===== src/rtl/control_unit_pkg.sv =====
// Shared definitions for the ALUSystem instruction sequencer: state codes,
// opcodes and the select/function encodings the datapath expects.
package control_unit_pkg;

    localparam int SC_WIDTH = 3;

    typedef enum logic [SC_WIDTH-1:0] {
        ST_INIT    = 3'd0,
        ST_FETCH_L = 3'd1,
        ST_FETCH_H = 3'd2,
        ST_EXEC1   = 3'd3,
        ST_EXEC2   = 3'd4,
        ST_HALT    = 3'd5
    } state_t;

    localparam logic [3:0] OP_AND = 4'h0;
    localparam logic [3:0] OP_OR  = 4'h1;
    localparam logic [3:0] OP_NOT = 4'h2;
    localparam logic [3:0] OP_ADD = 4'h3;
    localparam logic [3:0] OP_SUB = 4'h4;
    localparam logic [3:0] OP_LSL = 4'h5;
    localparam logic [3:0] OP_LSR = 4'h6;
    localparam logic [3:0] OP_INC = 4'h7;
    localparam logic [3:0] OP_DEC = 4'h8;
    localparam logic [3:0] OP_BRA = 4'h9;
    localparam logic [3:0] OP_BEQ = 4'hA;
    localparam logic [3:0] OP_BNE = 4'hB;
    localparam logic [3:0] OP_LDI = 4'hC;
    localparam logic [3:0] OP_LD  = 4'hD;
    localparam logic [3:0] OP_ST  = 4'hE;
    localparam logic [3:0] OP_HLT = 4'hF;

    localparam logic [3:0] ALU_PASS_A = 4'b0000;
    localparam logic [3:0] ALU_NOT    = 4'b0010;
    localparam logic [3:0] ALU_ADD    = 4'b0100;
    localparam logic [3:0] ALU_SUB    = 4'b0101;
    localparam logic [3:0] ALU_AND    = 4'b0111;
    localparam logic [3:0] ALU_OR     = 4'b1000;
    localparam logic [3:0] ALU_LSL    = 4'b1011;
    localparam logic [3:0] ALU_LSR    = 4'b1100;

    localparam logic [1:0] FUN_CLR  = 2'b00;
    localparam logic [1:0] FUN_LOAD = 2'b01;
    localparam logic [1:0] FUN_DEC  = 2'b10;
    localparam logic [1:0] FUN_INC  = 2'b11;

    localparam logic [1:0] MUXA_ALU = 2'b00;
    localparam logic [1:0] MUXA_MEM = 2'b01;
    localparam logic [1:0] MUXA_IMM = 2'b10;
    localparam logic [1:0] MUXB_IMM = 2'b10;

    localparam logic [1:0] ARF_OUT_AR = 2'b00;
    localparam logic [1:0] ARF_OUT_PC = 2'b11;
    localparam logic [3:0] ARF_SEL_PC = 4'b0001;
    localparam logic [3:0] ARF_SEL_AR = 4'b1000;

    // Register field code 00..11 addresses R1..R4.
    function automatic logic [3:0] reg_rsel(input logic [1:0] code);
        return 4'b1000 >> code;
    endfunction

    function automatic logic [2:0] reg_outsel(input logic [1:0] code);
        return {1'b1, code};
    endfunction

endpackage


===== src/rtl/control_unit_if.sv =====
// Control/status bundle between the sequencer (master) and the ALUSystem datapath (slave).
interface control_unit_if;
    logic [15:0] IROut;
    logic [3:0]  ALUOutFlag;
    logic [1:0]  ARF_OutASel, ARF_OutBSel, ARF_FunSel, RF_FunSel, IR_Funsel, MuxASel, MuxBSel;
    logic [3:0]  ALU_FunSel, RF_RSel, RF_TSel, ARF_RSel;
    logic [2:0]  RF_OutASel, RF_OutBSel;
    logic        Mem_WR, Mem_CS, IR_Enable, IR_LH, MuxCSel;
    logic [2:0]  SeqState;
    logic        Halted;

    modport master (
        input  IROut, ALUOutFlag,
        output ARF_OutASel, ARF_OutBSel, ARF_FunSel, RF_FunSel, IR_Funsel, MuxASel, MuxBSel,
        output ALU_FunSel, RF_RSel, RF_TSel, ARF_RSel, RF_OutASel, RF_OutBSel,
        output Mem_WR, Mem_CS, IR_Enable, IR_LH, MuxCSel, SeqState, Halted
    );

    modport slave (
        output IROut, ALUOutFlag,
        input  ARF_OutASel, ARF_OutBSel, ARF_FunSel, RF_FunSel, IR_Funsel, MuxASel, MuxBSel,
        input  ALU_FunSel, RF_RSel, RF_TSel, ARF_RSel, RF_OutASel, RF_OutBSel,
        input  Mem_WR, Mem_CS, IR_Enable, IR_LH, MuxCSel, SeqState, Halted
    );
endinterface


===== src/rtl/control_unit_decoder.sv =====
// Combinational decode of {state, IR, latched flags} into every datapath control.
module control_unit_decoder
    import control_unit_pkg::*;
(
    input  state_t                state,
    input  logic [3:0]            flg,
    control_unit_if.master        bus
);
    logic [3:0] op;
    logic [1:0] dst, s1, s2;
    logic       z_flag;
    logic       branch_taken;

    assign op     = bus.IROut[15:12];
    assign dst    = bus.IROut[11:10];
    assign s1     = bus.IROut[9:8];
    assign s2     = bus.IROut[7:6];
    assign z_flag = flg[3];

    always_comb begin
        unique case (op)
            OP_BRA:  branch_taken = 1'b1;
            OP_BEQ:  branch_taken = z_flag;
            OP_BNE:  branch_taken = !z_flag;
            default: branch_taken = 1'b0;
        endcase
    end

    always_comb begin
        // Idle baseline: memory deselected, nothing written, PC on ARF out B.
        bus.ARF_OutASel = 2'b00;
        bus.ARF_OutBSel = ARF_OUT_PC;
        bus.ARF_FunSel  = 2'b00;
        bus.ARF_RSel    = 4'b0000;
        bus.RF_FunSel   = 2'b00;
        bus.RF_RSel     = 4'b0000;
        bus.RF_TSel     = 4'b0000;
        bus.RF_OutASel  = 3'b000;
        bus.RF_OutBSel  = 3'b000;
        bus.IR_Funsel   = 2'b00;
        bus.IR_Enable   = 1'b0;
        bus.IR_LH       = 1'b0;
        bus.MuxASel     = 2'b00;
        bus.MuxBSel     = 2'b00;
        bus.MuxCSel     = 1'b0;
        bus.ALU_FunSel  = 4'b0000;
        bus.Mem_CS      = 1'b1;
        bus.Mem_WR      = 1'b0;
        bus.SeqState    = state;
        bus.Halted      = (state == ST_HALT);

        unique case (state)
            ST_INIT: begin
                bus.ARF_RSel   = 4'b1111;
                bus.ARF_FunSel = FUN_CLR;
                bus.RF_RSel    = 4'b1111;
                bus.RF_TSel    = 4'b1111;
                bus.RF_FunSel  = FUN_CLR;
                bus.IR_Enable  = 1'b1;
                bus.IR_Funsel  = FUN_CLR;
            end
            ST_FETCH_L, ST_FETCH_H: begin
                bus.Mem_CS     = 1'b0;
                bus.IR_Enable  = 1'b1;
                bus.IR_Funsel  = FUN_LOAD;
                bus.IR_LH      = (state == ST_FETCH_H);
                bus.ARF_RSel   = ARF_SEL_PC;
                bus.ARF_FunSel = FUN_INC;
            end
            ST_EXEC1: begin
                unique case (op)
                    OP_AND, OP_OR, OP_NOT, OP_ADD, OP_SUB, OP_LSL, OP_LSR: begin
                        unique case (op)
                            OP_AND:  bus.ALU_FunSel = ALU_AND;
                            OP_OR:   bus.ALU_FunSel = ALU_OR;
                            OP_NOT:  bus.ALU_FunSel = ALU_NOT;
                            OP_ADD:  bus.ALU_FunSel = ALU_ADD;
                            OP_SUB:  bus.ALU_FunSel = ALU_SUB;
                            OP_LSL:  bus.ALU_FunSel = ALU_LSL;
                            default: bus.ALU_FunSel = ALU_LSR;
                        endcase
                        bus.RF_OutASel = reg_outsel(s1);
                        bus.RF_OutBSel = reg_outsel(s2);
                        bus.MuxCSel    = 1'b0;
                        bus.MuxASel    = MUXA_ALU;
                        bus.RF_RSel    = reg_rsel(dst);
                        bus.RF_FunSel  = FUN_LOAD;
                    end
                    OP_INC, OP_DEC: begin
                        bus.RF_RSel   = reg_rsel(dst);
                        bus.RF_FunSel = (op == OP_INC) ? FUN_INC : FUN_DEC;
                    end
                    OP_BRA, OP_BEQ, OP_BNE: begin
                        if (branch_taken) begin
                            bus.MuxBSel    = MUXB_IMM;
                            bus.ARF_RSel   = ARF_SEL_PC;
                            bus.ARF_FunSel = FUN_LOAD;
                        end
                    end
                    OP_LDI: begin
                        bus.MuxASel   = MUXA_IMM;
                        bus.RF_RSel   = reg_rsel(dst);
                        bus.RF_FunSel = FUN_LOAD;
                    end
                    OP_LD, OP_ST: begin
                        bus.MuxBSel    = MUXB_IMM;
                        bus.ARF_RSel   = ARF_SEL_AR;
                        bus.ARF_FunSel = FUN_LOAD;
                    end
                    default: ;
                endcase
            end
            ST_EXEC2: begin
                if (op == OP_LD) begin
                    bus.ARF_OutBSel = ARF_OUT_AR;
                    bus.Mem_CS      = 1'b0;
                    bus.MuxASel     = MUXA_MEM;
                    bus.RF_RSel     = reg_rsel(dst);
                    bus.RF_FunSel   = FUN_LOAD;
                end else if (op == OP_ST) begin
                    bus.RF_OutASel  = reg_outsel(dst);
                    bus.MuxCSel     = 1'b0;
                    bus.ALU_FunSel  = ALU_PASS_A;
                    bus.ARF_OutBSel = ARF_OUT_AR;
                    bus.Mem_CS      = 1'b0;
                    bus.Mem_WR      = 1'b1;
                end
            end
            default: ;
        endcase
    end
endmodule


===== src/rtl/control_unit.sv =====
// ALUSystem instruction sequencer: two-byte fetch, 1-2 cycle execute, latched
// branch flags. All datapath controls are decoded from state, IR and flags.
module control_unit
    import control_unit_pkg::*;
(
    input  logic           Clock,
    input  logic           Reset,
    control_unit_if.master bus
);
    state_t     state, state_next;
    logic [3:0] flg;
    logic       flg_en;
    logic [1:0] flg_funsel;
    logic [3:0] op;

    assign op = bus.IROut[15:12];

    always_ff @(posedge Clock) begin
        if (Reset) state <= ST_INIT;
        else       state <= state_next;
    end

    always_comb begin
        state_next = state;
        unique case (state)
            ST_INIT:    state_next = ST_FETCH_L;
            ST_FETCH_L: state_next = ST_FETCH_H;
            ST_FETCH_H: state_next = ST_EXEC1;
            ST_EXEC1: begin
                if (op == OP_LD || op == OP_ST) state_next = ST_EXEC2;
                else if (op == OP_HLT)          state_next = ST_HALT;
                else                            state_next = ST_FETCH_L;
            end
            ST_EXEC2:   state_next = ST_FETCH_L;
            ST_HALT:    state_next = ST_HALT;
            default:    state_next = ST_INIT;
        endcase
    end

    // Flags are captured only by ALU ops, so branches and INC/DEC see the last ALU result.
    assign flg_en     = (state == ST_INIT) || (state == ST_EXEC1 && op <= OP_LSR);
    assign flg_funsel = (state == ST_INIT) ? FUN_CLR : FUN_LOAD;

    always_ff @(posedge Clock) begin
        if (Reset) begin
            flg <= 4'b0000;
        end else if (flg_en) begin
            if (flg_funsel == FUN_CLR) flg <= 4'b0000;
            else                       flg <= bus.ALUOutFlag;
        end
    end

    control_unit_decoder u_decoder (
        .state (state),
        .flg   (flg),
        .bus   (bus)
    );
endmodule

===== src/flat_wrapper.sv =====
// flat-port wrapper written by rule: the top's interface ports become plain ports
module control_unit_flat import control_unit_pkg::*;
  (Clock, Reset, bus_IROut, bus_ALUOutFlag, bus_ARF_OutASel, bus_ARF_OutBSel, bus_ARF_FunSel, bus_RF_FunSel, bus_IR_Funsel, bus_MuxASel, bus_MuxBSel, bus_ALU_FunSel, bus_RF_RSel, bus_RF_TSel, bus_ARF_RSel, bus_RF_OutASel, bus_RF_OutBSel, bus_Mem_WR, bus_Mem_CS, bus_IR_Enable, bus_IR_LH, bus_MuxCSel, bus_SeqState, bus_Halted);
  control_unit_if bus_i ();
  input  logic Clock;
  input  logic Reset;
  input wire logic [$bits(bus_i.IROut)-1:0] bus_IROut;
  input wire logic [$bits(bus_i.ALUOutFlag)-1:0] bus_ALUOutFlag;
  output wire logic [$bits(bus_i.ARF_OutASel)-1:0] bus_ARF_OutASel;
  output wire logic [$bits(bus_i.ARF_OutBSel)-1:0] bus_ARF_OutBSel;
  output wire logic [$bits(bus_i.ARF_FunSel)-1:0] bus_ARF_FunSel;
  output wire logic [$bits(bus_i.RF_FunSel)-1:0] bus_RF_FunSel;
  output wire logic [$bits(bus_i.IR_Funsel)-1:0] bus_IR_Funsel;
  output wire logic [$bits(bus_i.MuxASel)-1:0] bus_MuxASel;
  output wire logic [$bits(bus_i.MuxBSel)-1:0] bus_MuxBSel;
  output wire logic [$bits(bus_i.ALU_FunSel)-1:0] bus_ALU_FunSel;
  output wire logic [$bits(bus_i.RF_RSel)-1:0] bus_RF_RSel;
  output wire logic [$bits(bus_i.RF_TSel)-1:0] bus_RF_TSel;
  output wire logic [$bits(bus_i.ARF_RSel)-1:0] bus_ARF_RSel;
  output wire logic [$bits(bus_i.RF_OutASel)-1:0] bus_RF_OutASel;
  output wire logic [$bits(bus_i.RF_OutBSel)-1:0] bus_RF_OutBSel;
  output wire logic [$bits(bus_i.Mem_WR)-1:0] bus_Mem_WR;
  output wire logic [$bits(bus_i.Mem_CS)-1:0] bus_Mem_CS;
  output wire logic [$bits(bus_i.IR_Enable)-1:0] bus_IR_Enable;
  output wire logic [$bits(bus_i.IR_LH)-1:0] bus_IR_LH;
  output wire logic [$bits(bus_i.MuxCSel)-1:0] bus_MuxCSel;
  output wire logic [$bits(bus_i.SeqState)-1:0] bus_SeqState;
  output wire logic [$bits(bus_i.Halted)-1:0] bus_Halted;
  assign bus_i.IROut = bus_IROut;
  assign bus_i.ALUOutFlag = bus_ALUOutFlag;
  assign bus_ARF_OutASel = bus_i.ARF_OutASel;
  assign bus_ARF_OutBSel = bus_i.ARF_OutBSel;
  assign bus_ARF_FunSel = bus_i.ARF_FunSel;
  assign bus_RF_FunSel = bus_i.RF_FunSel;
  assign bus_IR_Funsel = bus_i.IR_Funsel;
  assign bus_MuxASel = bus_i.MuxASel;
  assign bus_MuxBSel = bus_i.MuxBSel;
  assign bus_ALU_FunSel = bus_i.ALU_FunSel;
  assign bus_RF_RSel = bus_i.RF_RSel;
  assign bus_RF_TSel = bus_i.RF_TSel;
  assign bus_ARF_RSel = bus_i.ARF_RSel;
  assign bus_RF_OutASel = bus_i.RF_OutASel;
  assign bus_RF_OutBSel = bus_i.RF_OutBSel;
  assign bus_Mem_WR = bus_i.Mem_WR;
  assign bus_Mem_CS = bus_i.Mem_CS;
  assign bus_IR_Enable = bus_i.IR_Enable;
  assign bus_IR_LH = bus_i.IR_LH;
  assign bus_MuxCSel = bus_i.MuxCSel;
  assign bus_SeqState = bus_i.SeqState;
  assign bus_Halted = bus_i.Halted;
  control_unit u_core (.Clock(Clock), .Reset(Reset), .bus(bus_i));
endmodule

===== config.mk =====
export PLATFORM = sky130hd
export DESIGN_NAME = control_unit_flat
export DESIGN_NICKNAME = d
export VERILOG_FILES = /design/src/rtl/control_unit_pkg.sv /design/src/rtl/control_unit_if.sv /design/src/rtl/control_unit_decoder.sv /design/src/rtl/control_unit.sv /design/src/flat_wrapper.sv
export SDC_FILE = /design/constraint.sdc
export NUM_CORES = 1
export LEC_CHECK = 0
export BUFFER_PORTS_ARGS = -buffer_cell sky130_fd_sc_hd__buf_2
export CAP_MARGIN = 40
export CELL_PAD_IN_SITES_DETAIL_PLACEMENT = 1
export CELL_PAD_IN_SITES_GLOBAL_PLACEMENT = 2
export CORE_UTILIZATION = 19
export CTS_BUF_LIST = sky130_fd_sc_hd__clkbuf_8
export DETAILED_ROUTE_END_ITERATION = 12
export GPL_ROUTABILITY_DRIVEN = 0
export PLACE_DENSITY = 0.87
export SYNTH_ARGS = -nofsm -noshare
export SYNTH_HDL_FRONTEND = slang
export SYNTH_SLANG_ARGS = --single-unit

===== constraint.sdc =====
create_clock -name Clock -period 3.2 [get_ports Clock]
set_clock_uncertainty 0.2 [all_clocks]
set_input_delay 0.48 -clock Clock [delete_from_list [all_inputs] [get_ports Clock]]
set_output_delay 0.48 -clock Clock [all_outputs]
set_load 0.005 [all_outputs]

==> results.toml <==
[worst_setup_path]
crit_path_end = "bus_ALU_FunSel[1]"
critPathRequiredTime_ns = 2.52
slowest_delay_ns = 0.60
worst_path_max_delay_cell = "dfxtp_1"
r2r_start = "u_core.state[0]"
crit_chain = "nor2b_1 > nand3_1 > a211oi_1 > buf_2"
path_class = "reg -> out"
worstSetupEndpointType = "output pin"
cp_max_fo = 11
r2r_end = "u_core.flg[3]"
cp-startpoint = "u_core.state[1]"
startpoint_type = "flip-flop"
worstPathArrival_ns = 1.63
r2r_setup_slack_ns = 1.68
reg2reg_depth = 3

[grt]
grt.overflow.total = 0
grt_pass1_wl_mm = 3.774
grt_use_total_pct = 11.71
grt_max_degree = 14
first_global_vias = 798
antenna_found_initial = 0

[detailed_routing]
num_vias = 859
post_drt_wl_per_cell_um = 12.43
routed_wl_mm = 2.349
drtIter0Drc = 16
drc = 0
via_per_inst = 4.545
postRouteAntennaNets = 0
drt_pass1_iterations = 4

[clock_network]
cts_setup_buffers = 0
root_buffer = "clkbuf_8"
cts.sinks = 4
clkLatencyLatePin_ns = 0.23
cts_resized = 0
numCtsBuffers = 3
cts_tree = "yes"
cts_max_level = 1
cts.clk_slew.worst_paths_ns = 0.04
clock_path_buffers = 2
hold_buffers = 0

[logic_synthesis]
postSynthAreaPerCell_sq_um = 7.533
synth_seq_cells = 4
synth_seq_area_share_pct = 10.85
synth_warnings = 0
synth_cell_types = 43
syn_inst = 98
netlist_area_sq_um = 738.2

[finish]
nNetsFinal = 165
syn_to_final_growth_pct = 33.73
drive_gt1_share_pct = 47.52
final_cell_area_sq_um = 987.2
utilization_pct = 26.76
diodes = 0

[timing]
finalSetupTns_ns = 0
hold_ws_ns = 0.2897
hold_viol_final = 0
period_share_pct = 72.21
max_freq_mhz = 432.8
tightest_slew_ns = 0.5216
relSlewSlack_pct = 65.18
min_period_ns = 2.311
setup_viol = 0
finalMaxSlewViolations = 0
rsz0062_at_grt = "false"

[placed_design]
dpl_cell_area_sq_um = 945.9
io_buffer_count = 52
hpwl_mm = 1.884

[die]
dieWidth_um = 64.33
core_sq_um = 3689
die-height_um = 64.33
start_util_pct = 20.01
ios = 67
die_area_sq_um = 4138
rows = 22

[power]
swShare_pct = 37.89
switching_power_mw = 0.1256
p_comb_share_pct = 45.0
p_per_area_nw_per_um2 = 335.9
sequentialPowerShare_pct = 20.6
peakVddDrop_v = 0.0001074
p_int_mw = 0.2059
p_leak_nw = 0.5137
p_clk_share_pct = 34.4

[min_path]
hp-class = "in -> reg"
min_from = "Reset"

[run]
cap_viol_max_count = 0

[outcome]
status = "finished clean"
[state kept, by name, indices dropped and copies added (netlist names)]
| signal | count |
|---|---|
| u_core.flg | 1 |
| u_core.state | 3 |
[cell families (layout without fill, tap and decap cells)]
| family | count (synthesis) | in the layout | synth area share [%] |
|---|---|---|---|
| xor gates and xnor gates | 5 | 5 | 5.933 |
| other | 1 | 5 | 0.5080 |
| and+or+nand+nor | 43 | 43 | 38.82 |
| buffers and inverters | 22 | 61 | 20.34 |
| DFF | 4 | 4 | 10.85 |
| AOI/OAI and AO/OA | 23 | 23 | 23.56 |
[power by group through the flow]
stage	clock, mW	combinational [mW]	sequential (mW)
final	0.114	0.149	0.0682
after floorplan	0	0.116	0.0585
after global placement	0	0.148	0.0687
after CTS	0.116	0.152	0.0684
after global routing	0.120	0.166	0.0702
after detailed placement	0	0.151	0.0692
[placed cells by master (no fill, tap or decap), types with 2 or more instances in the layout]
master	synthesis	layout
buf_2	0	52
nor2_1	8	8
nand2b_1	6	6
o21ai_0	6	6
inv_1	5	5
nand2_1	5	5
conb_1	1	5
dfxtp_1	4	4
xnor2_1	3	3
o31ai_1	3	3
nor3_1	3	3
nand3_1	3	3
clkbuf_8	0	3
xor2_1	2	2
and3_1	2	2
and2b_1	2	2
a21oi_1	2	2
a22o_1	2	2
[layer usage]
layer	vias to the layer above	GRT usage, %	wire length (um)
li1	415	-	-
met1	393	14.68	1054
met2	43	18.29	1060
met3	8	3.036	166
met4	0	5.833	68
met5	-	0	0
[stage by stage]
step                      worst slack [ns]  std cells  power (mW)
after floorplan                      1.384        102      0.1743
after global placement               1.022        186      0.2167
after detailed placement            0.9960        186      0.2206
after CTS                           0.8675        189      0.3367
after global routing                0.7238        189      0.3557
final                               0.8893        189      0.3316
[critical path: cells and delay by family, from the launching register on]
kind	cells	cell delay, ns
buf+inv	1	0.15
compound gates	1	0.25
simple gates	2	0.40
flops	1	0.60
[cell type report]
type | count | area (sq um)
Multi-Input combinational cell | 76 | 523.0
Tap cell | 48 | 60.06
Clock buffer | 3 | 41.29
Timing Repair Buffer | 52 | 260.3
Sequential cell | 4 | 80.08
Inverter | 6 | 22.52
Fill cell | 477 | 2701
[how the worst min path moves through the flow]
| stage | end | depth (start not counted) | slack [ns] |
|---|---|---|---|
| detailed placement | u_core.flg[3] | 2 | 0.41 |
| global route | u_core.flg[3] | 2 | 0.31 |
| CTS | u_core.flg[3] | 2 | 0.29 |
| global placement | u_core.flg[3] | 2 | 0.42 |
| floorplan | u_core.state[0] | 1 | 0.35 |
| finish | u_core.flg[3] | 2 | 0.29 |
[synthesized netlist by cell type, drive strengths merged]
cell     count  share of area (%)
nand2        6                3.4
nor4         1               0.85
a2bb2oi      2                3.2
xor2         2                2.4
nor3         3                2.0
a22o         2                2.4
nor3b        1                2.5
nor2b        1               0.85
a211oi       2                2.7
a31oi        1               0.85
conb         1               0.51
inv          6                3.1
or2          2                1.7
and3         2                1.7
a21oi        2                1.4
and4bb       2                3.9
xnor2        3                3.6
o21ai        6                4.1
nor2         8                4.1
nand3        3                2.0
o31a         1                1.2
dfxtp        4                 11
a31o         1                1.2
o311ai       1                1.2
nand3b       2                3.7
o21a         1                1.0
nand2b       6                5.1
and2         2                2.0
or3          1                1.5
buf         16                 17
and4b        1                1.4
and2b        2                2.0
a21bo        1                1.4
o31ai        3                3.1
(Power assumes the default switching activity.)
